File: config.mk
export PLATFORM = sky130hd
export DESIGN_NAME = mc_ctrl
export DESIGN_NICKNAME = d
export VERILOG_FILES = /design/src/rtl/mc_ctrl.sv
export SDC_FILE = /design/constraint.sdc
export NUM_CORES = 1
export LEC_CHECK = 0
export BUFFER_PORTS_ARGS = -buffer_cell sky130_fd_sc_hd__buf_4
export CAP_MARGIN = 20
export CORE_AREA = 2 2 61 120
export CTS_CLUSTER_SIZE = 16
export DETAILED_ROUTE_END_ITERATION = 6
export DIE_AREA = 0 0 63 122
export PLACE_DENSITY_LB_ADDON = 0.25
export SLEW_MARGIN = 0
export SYNTH_ARGS = -nofsm -noshare
export SYNTH_HDL_FRONTEND = slang
export SYNTH_SLANG_ARGS = --single-unit
File: constraint.sdc
create_clock -name clk -period 2.7 [get_ports clk]
set_clock_uncertainty 0.05 [all_clocks]
set_input_delay 0.405 -clock clk [delete_from_list [all_inputs] [get_ports clk]]
set_output_delay 0.405 -clock clk [all_outputs]
set_load 0.005 [all_outputs]
File: src/rtl/mc_ctrl.sv
// Multi-cycle MIPS-subset control FSM: fetch/decode/exec/mem/wb sequencing plus control decode.
// Latency: 2 to 5 cycles per instruction depending on class; outputs are state_q/ir_q decode only.
// Backpressure: none; the FSM advances every cycle and reset aborts any in-flight instruction.
module mc_ctrl (
  input  logic        clk,
  input  logic        reset,
  input  logic [31:0] instr,
  output logic        IRWrite,
  output logic        PCWrite,
  output logic        RegWrite,
  output logic        MemWrite,
  output logic [2:0]  MemtoReg,
  output logic [2:0]  ALUOp,
  output logic [2:0]  ALUSrc,
  output logic [2:0]  RegDst,
  output logic [2:0]  DMOp,
  output logic [2:0]  NPCOp,
  output logic        EXTsign,
  output logic [2:0]  state,
  output logic        retire,
  output logic [31:0] retire_cnt
);

  typedef enum logic [2:0] {
    S_FETCH  = 3'd0,
    S_DECODE = 3'd1,
    S_EXEC   = 3'd2,
    S_MEM    = 3'd3,
    S_WB     = 3'd4
  } state_t;

  state_t      state_q, state_d;
  logic [31:0] ir_q, ir_d;
  logic [31:0] retire_cnt_q, retire_cnt_d;

  logic [5:0] op, funct;
  logic is_add, is_sub, is_jr, is_ori, is_lui, is_lw, is_sw, is_beq, is_jal, is_nop;
  logic unused_ir_bits;

  assign op    = ir_q[31:26];
  assign funct = ir_q[5:0];
  // Register/immediate fields are consumed by the datapath, not by the controller.
  assign unused_ir_bits = ^ir_q[25:6];

  // Instruction class decode from the latched instruction register.
  always_comb begin
    is_add = (op == 6'b000000) && (funct == 6'b100000);
    is_sub = (op == 6'b000000) && (funct == 6'b100010);
    is_jr  = (op == 6'b000000) && (funct == 6'b001000);
    is_ori = (op == 6'b001101);
    is_lui = (op == 6'b001111);
    is_lw  = (op == 6'b100011);
    is_sw  = (op == 6'b101011);
    is_beq = (op == 6'b000100);
    is_jal = (op == 6'b000011);
    is_nop = !(is_add || is_sub || is_jr || is_ori || is_lui ||
               is_lw || is_sw || is_beq || is_jal);
  end

  // Next-state sequencing and per-state control outputs.
  always_comb begin
    state_d  = S_FETCH;
    ir_d     = ir_q;
    IRWrite  = 1'b0;
    PCWrite  = 1'b0;
    RegWrite = 1'b0;
    MemWrite = 1'b0;
    MemtoReg = 3'd0;
    ALUOp    = 3'd0;
    ALUSrc   = 3'd0;
    RegDst   = 3'd0;
    DMOp     = 3'd0;
    NPCOp    = 3'd0;
    EXTsign  = 1'b0;

    // ALU controls stay stable from EXEC to the end of the instruction.
    if (state_q == S_EXEC || state_q == S_MEM || state_q == S_WB) begin
      if (is_sub || is_beq)      ALUOp = 3'd1;
      else if (is_ori)           ALUOp = 3'd2;
      else if (is_lui)           ALUOp = 3'd3;
      if (is_ori || is_lui || is_lw || is_sw) ALUSrc = 3'd1;
      EXTsign = is_lw || is_sw || is_beq;
    end

    case (state_q)
      S_FETCH: begin
        IRWrite = 1'b1;
        ir_d    = instr;
        state_d = S_DECODE;
      end
      S_DECODE: begin
        if (is_nop) begin
          PCWrite = 1'b1;
          state_d = S_FETCH;
        end else if (is_jal) begin
          state_d = S_WB;
        end else begin
          state_d = S_EXEC;
        end
      end
      S_EXEC: begin
        if (is_beq || is_jr) begin
          PCWrite = 1'b1;
          NPCOp   = is_beq ? 3'd1 : 3'd3;
          state_d = S_FETCH;
        end else if (is_lw || is_sw) begin
          state_d = S_MEM;
        end else begin
          state_d = S_WB;
        end
      end
      S_MEM: begin
        if (is_sw) begin
          MemWrite = 1'b1;
          PCWrite  = 1'b1;
          state_d  = S_FETCH;
        end else begin
          state_d  = S_WB;
        end
      end
      S_WB: begin
        RegWrite = 1'b1;
        PCWrite  = 1'b1;
        state_d  = S_FETCH;
        if (is_add || is_sub) RegDst = 3'd1;
        else if (is_jal)      RegDst = 3'd2;
        if (is_lw)            MemtoReg = 3'd1;
        else if (is_jal)      MemtoReg = 3'd2;
        if (is_jal)           NPCOp = 3'd2;
      end
      default: state_d = S_FETCH;
    endcase

    // Reset suppresses every side effect of the in-flight instruction.
    if (reset) begin
      IRWrite  = 1'b0;
      PCWrite  = 1'b0;
      RegWrite = 1'b0;
      MemWrite = 1'b0;
    end
  end

  assign retire = PCWrite;
  assign state  = state_q;

  // Retired-instruction counter, wraps silently.
  always_comb begin
    retire_cnt_d = retire ? retire_cnt_q + 32'd1 : retire_cnt_q;
  end

  assign retire_cnt = retire_cnt_q;

  // State, instruction register and counter flops with synchronous reset.
  always_ff @(posedge clk) begin
    if (reset) begin
      state_q      <= S_FETCH;
      ir_q         <= 32'd0;
      retire_cnt_q <= 32'd0;
    end else begin
      state_q      <= state_d;
      ir_q         <= ir_d;
      retire_cnt_q <= retire_cnt_d;
    end
  end

endmodule

==> impl_metrics.py, run 1 <==
metrics = {
    "logic_synthesis": {
        "synth_seq_cells": 47,
        "synth-main-ff-cell": "dfxtp_1",
        "async_flop_share_pct": 0,
        "netlist_area_um2": 2600,
        "avgSynthCellArea_um2": 7.65,
        "synthCells": 340,
        "netlist-cell-type-count": 45,
        "synth_seq_area_share_pct": 36.2,
        "synth_edf_count": 0,
        "ys_warn_count": 0,
    },
    "setup_path": {
        "cp_slowest_cell": "or4_4",
        "end_kind": "output pin",
        "start_kind": "flip-flop",
        "worstPathCellList": "or4_4, or4_4, a211oi_4, buf_6, a21oi_4, nor2_2, buf_4",
        "critPathTopFamily": "simple AND/OR/NAND/NOR gates",
        "max_stage_delay_ns": 0.57,
        "critPathRequiredTime_ns": 2.25,
        "r2r_slack_ns": -0.11,
        "crit_path_frequent_cell": "or4_4",
        "critPathMaxFanout": 3,
        "path_buf_inv": 2,
        "critPathKind": "flip-flop to output pin",
        "worstPathArrival_ns": 2.39,
    },
    "global_routing": {
        "gr-usage-all-layers_pct": 18.1,
        "grt_first_pass_wirelength_um": 11300,
        "grt_pass1_vias": 2485,
        "antenna_found_initial": 0,
        "grt-ovfl-total": 0,
        "grt_max_degree": 55,
    },
    "detailed_routing": {
        "firstDrtPassIters": 4,
        "wirelength_met1_um": 2950,
        "post_drt_wl_per_cell_um": 13.5,
        "drt_iter0_drc": 137,
        "drc_errors": 0,
        "drtAntennaViolNets": 0,
        "route.met3.wl_um": 331,
        "met2_length_um": 3520,
        "via_per_inst": 5.34,
        "vias": 2736,
        "drt_wl_total_um": 6890,
        "highest-signal-layer": "met4",
    },
    "worst_hold_path": {
        "hold_path_class": "input pin to flip-flop",
    },
    "floorplan": {
        "coreArea_um2": 6830,
        "die_w_um": 63,
        "row_count": 43,
        "die_y_um": 122,
        "start_util_pct": 38.1,
        "io_pins": 93,
        "dieArea_um2": 7690,
    },
    "clock_tree": {
        "clock_path_buffers": 2,
        "clock-root-buffer": "clkbuf_16",
        "cts_tree": "yes",
        "cts_max_level": 2,
        "holdBufCountCts": 0,
        "numCtsBuffers": 5,
        "cts.clk_slew.worst_paths_ns": 0.06,
        "clock-sinks": 47,
        "clk_latency_ns": 0.29,
    },
    "timing": {
        "tightest_slew_ns": 0.803,
        "layout_min_cycle_time_ns": 2.84,
        "finalSetupViolations": 21,
        "period_share_pct": 105,
        "clock.fmax_mhz": 351,
        "slew_viol_final": 0,
        "rsz0062_at_grt": "true",
        "fin_ws_ns": -0.145,
        "relSlewSlack_pct": 46.1,
        "hold_viol_final": 0,
    },
    "job": {
        "max_cap_viol_count": 0,
    },
    "outcome": {
        "status": "finished with violations",
        "violations": "negative setup slack",
    },
    "cells_and_area": {
        "diodes": 0,
        "final_common_cell": "buf_4",
        "finalNetCount": 456,
        "drive_gt1_share_pct": 29.6,
        "synthToLayoutAreaGrowth_pct": 37.2,
        "layout_common_cells": "90 x buf_4, 46 x dfxtp_1, 41 x nand2_1",
        "final_cells": 512,
    },
    "power": {
        "p_total_w": 0.00160,
        "peakVddDrop_uv": 436,
        "p_leak_nw": 1.35,
        "p_per_area_nw_per_um2": 450,
    },
    "placed_design": {
        "numPortBuffers": 63,
        "dp_hpwl_um": 4920,
        "dp.cells": 497,
        "globalplace.congestion": 0.906,
    },
}
[state kept, by name, summed over array words and instances, names as in the netlist]
name and count:
state 3, ir_q 12, retire_cnt 32
[synthesized netlist by cell type (all sizes together) (4+ instances only)]
cell     n  area, um^2
dfxtp   47         941
nand4    8        50.1
and4     7        61.3
or3     24         150
nand3   13        65.1
inv      8        30.0
nand2   41         154
a211oi   4        42.5
or2      4        25.0
a21oi   43         215
buf     11        78.8
and2     4        25.0
a32oi    4        35.0
or4      7        60.1
nor2    19        71.3
clkbuf  18        67.6
o21ai   23         115
nor2b    5        31.3
and3     4        25.0
nor3     7        35.0
[logic make-up after synthesis]
| kind of cell | Yosys count | synth area share [%] |
|---|---|---|
| AO/OA/AOI/OAI | 90 | 20.9 |
| flip-flops | 47 | 36.2 |
| multiplexers | 3 | 1.25 |
| AND/OR/NAND/NOR | 158 | 33.2 |
| buffers and inverters | 37 | 6.79 |
| XOR/XNOR | 3 | 1.01 |
| adder cells (fa/ha/maj) | 1 | 0.481 |
| other | 1 | 0.144 |
[worst min-delay path: stages]
cell	delay [ns]
buf_4	0.10
nand2_1	0.05
a21oi_1	0.05
[metrics by stage]
stage                     instance area [um^2]  hold slack (ns)  setup slack, ns  TNS (ns)  utilization (%)
after floorplan                           2640            0.381          0.00402         0                -
after global placement                    3280            0.396          -0.0113   -0.0113             47.9
after detailed placement                  3280            0.409          -0.0672    -0.205             47.9
after CTS                                 3510            0.311           -0.128     -1.22             51.4
after global routing                      3570            0.320           -0.202     -3.06             52.2
final                                     3570            0.311           -0.145     -1.28             52.2
[final cells by class]
type	count	area [um^2]
clock buffers	6	139
repair buffers	95	741
inverters	8	30.0
multi-input cells	264	1590
fillers	692	3270
clock inverters	2	16.3
flip-flops and latches	47	942
well taps	90	113
[power breakdown]
group | switching [W] | internal (W)
Sequential | 0.0000181 | 0.000715
Combinational | 0.000127 | 0.000107
Clock | 0.000267 | 0.000370
[per-layer routing]
metal,GRT usage (%),up-vias
met3,3.51,7
met5,0,-
met2,31.8,69
li1,-,1382
met1,22.0,1278
met4,5.83,0
[repair_timing]
action | CTS | global route
endpoints found under the hold margin | 0 | 0
resized for setup | 11 | 10
buffers inserted | 6 | 2
gates cloned | 0 | 0
pin swaps | 13 | 6
endpoints found under the setup margin | 15 | 28
[final timing paths]
path / startpoint / end / cells after the start
max: ir_q[27] / retire / 7
min: instr[0] / ir_q[0] / 3
max reg2reg: ir_q[27] / retire_cnt[18] / 8
min reg2reg: ir_q[4] / ir_q[4] / 2
No activity file was read; power rests on OpenSTA's default activity.
==> inputs of run 2 (changes only) <==
==> constraint.sdc (replaced) <==
create_clock -name clk -period 3.4 [get_ports clk]
set_clock_uncertainty 0.05 [all_clocks]
set_input_delay 0.51 -clock clk [delete_from_list [all_inputs] [get_ports clk]]
set_output_delay 0.51 -clock clk [all_outputs]
set_load 0.005 [all_outputs]
==> run 2 against run 1 <==
Compared with the run above:
- the run now ends clean
- final area decreased by 9.6%
- hold slack gained 0.096 ns
- first-iteration DRC count decreased by 10%
- wire length is 9.2% lower
- utilization shrank 5.0 points
- critical endpoint is now PCWrite
- largest cell class unchanged
- largest power group unchanged
==> impl_metrics.py, run 2 (synthesis results as in run 1) <==
metrics = {
    "timing": {
        "tightest_slew_ns": 0.763,
        "layout_min_cycle_time_ns": 3.16,
        "finalSetupViolations": 0,
        "relSlewSlack_pct": 49.2,
        "hold_viol_final": 0,
        "slew_viol_final": 0,
        "clock.fmax_mhz": 317,
        "period_share_pct": 92.8,
        "rsz0062_at_grt": "false",
        "fin_setup_tns_ns": 0,
    },
    "clock_tree": {
        "clock-sinks": 47,
        "holdBufCountCts": 0,
        "clk_latency_ns": 0.29,
        "post_cts.repair.setup_buffers": 0,
        "cts_max_level": 2,
        "cts_tree": "yes",
        "clock_path_buffers": 2,
        "cts-resized-gates": 0,
        "numCtsBuffers": 5,
        "clock-root-buffer": "clkbuf_16",
        "cts.clk_slew.worst_paths_ns": 0.06,
    },
    "power": {
        "p_per_area_nw_per_um2": 373,
        "clkPwrFrac_pct": 39.6,
        "p_leak_nw": 1.17,
        "seq_power_share_pct": 49.4,
        "peakVddDrop_uv": 354,
        "power_switching_w": 0.000306,
        "comb_power_share_pct": 11.0,
        "intPower_w": 0.000897,
        "swShare_pct": 25.5,
    },
    "setup_path": {
        "worstPathArrival_ns": 2.60,
        "r2r_start": "ir_q[29]",
        "end_kind": "output pin",
        "critPathLaunch": "ir_q[29]",
        "critPathKind": "flip-flop to output pin",
        "crit_path_frequent_cell": "or4_4",
        "critPathRequiredTime_ns": 2.84,
        "max_stage_delay_ns": 0.56,
        "start_kind": "flip-flop",
        "critPathMaxFanout": 11,
        "worstPathCellList": "or4_4, or4_4, a211oi_4, a21oi_1, nor2_1, buf_4",
        "cp_slowest_cell": "or4_4",
    },
    "detailed_routing": {
        "post_drt_wl_per_cell_um": 13.0,
        "firstDrtPassIters": 4,
        "drt_iter0_drc": 123,
        "drc_errors": 0,
        "via_per_inst": 5.44,
        "drt_wl_total_um": 6260,
        "drtAntennaViolNets": 0,
        "vias": 2622,
    },
    "cells_and_area": {
        "fin_util_pct": 47.2,
        "largest_reg_flops": 32,
        "synthToLayoutAreaGrowth_pct": 24.1,
        "fin_area_um2": 3230,
        "layout_common_cells": "65 x buf_4, 47 x dfxtp_1, 43 x a21oi_1",
        "drive_gt1_share_pct": 21.4,
        "n_fill_cell": 716,
        "final_common_cell": "buf_4",
        "finalNetCount": 426,
        "diodes": 0,
    },
    "floorplan": {
        "row_count": 43,
        "start_util_pct": 38.1,
        "die_w_um": 63,
        "die_y_um": 122,
        "dieArea_um2": 7690,
        "io_pins": 93,
        "coreArea_um2": 6830,
    },
    "global_routing": {
        "grt_first_pass_wirelength_um": 10700,
        "gr-usage-all-layers_pct": 16.9,
        "grt-ovfl-total": 0,
        "antenna_found_initial": 0,
        "grt_pass1_vias": 2346,
        "grt_max_degree": 55,
    },
    "job": {
        "max_cap_viol_count": 0,
    },
    "outcome": {
        "status": "completed",
    },
    "worst_hold_path": {
        "hold_path_class": "flip-flop to flip-flop",
        "holdCritStartpoint": "ir_q[4]",
    },
    "placed_design": {
        "globalplace.congestion": 0.840,
        "dpl_cell_area_um2": 3080,
        "dp_hpwl_um": 4550,
        "numPortBuffers": 63,
    },
}
-- run 2: cell types whose count changed in the layout (fill, tap and decap cells not counted), moves of 2 or more --
cell     change
buf_4       -25
buf_6        -4
o21ai_0      +4
a21oi_1      +3
o21ai_1      -3
a21oi_2      -2
-- run 2: worst max-delay path: cells and delay by family (launching register included) --
family	cells	cell delay (ns)
AND/OR/NAND/NOR	3	1.28
AO/OA/AOI/OAI	2	0.49
flip-flops	1	0.41
buffers and inverters	1	0.13
-- run 2: path summary, 6_finish.rpt --
check | slack, ns | cells past startpoint | endpoint
max | 0.24 | 6 | PCWrite
min | 0.41 | 2 | ir_q[4]
max reg2reg | 0.33 | 6 | retire_cnt[30]
min reg2reg | 0.41 | 2 | ir_q[4]
-- run 2: layout make-up --
type / count / area (um^2) / share of cell area [%]
multi-input combinational: 264 / 1510 / 46.9
tap: 90 / 113 / 3.49
clock buffer: 6 / 129 / 4.00
timing repair buffer: 65 / 488 / 15.1
inverter: 8 / 30.0 / 0.931
sequential: 47 / 941 / 29.2
clock inverter: 2 / 12.5 / 0.388
-- run 2: per-stage QoR --
step	setup WS, ns	instances	hold slack [ns]	power (W)
after floorplan	0.513	348	0.381	0.000701
after global placement	0.399	474	0.399	0.000736
after detailed placement	0.342	474	0.401	0.000740
after CTS	0.233	482	0.410	0.00122
after global routing	0.124	482	0.430	0.00126
final	0.245	482	0.407	0.00120
-- run 2: power by group through the flow --
stage	clock network, W	registers [W]	logic (W)
after global routing	0.000511	0.000598	0.000152
after detailed placement	0	0.000607	0.000133
after CTS	0.000490	0.000594	0.000134
final	0.000476	0.000595	0.000132
after floorplan	0	0.000594	0.000106
after global placement	0	0.000605	0.000131
-- run 2: layer usage --
metal  wire length (um)  vias up  GRT usage [%]
met4                 71        0           5.69
met1               2730     1234           20.6
met2               3120       63           28.7
met3                334        4           4.16
met5                  0        -              0
li1                   -     1321              -
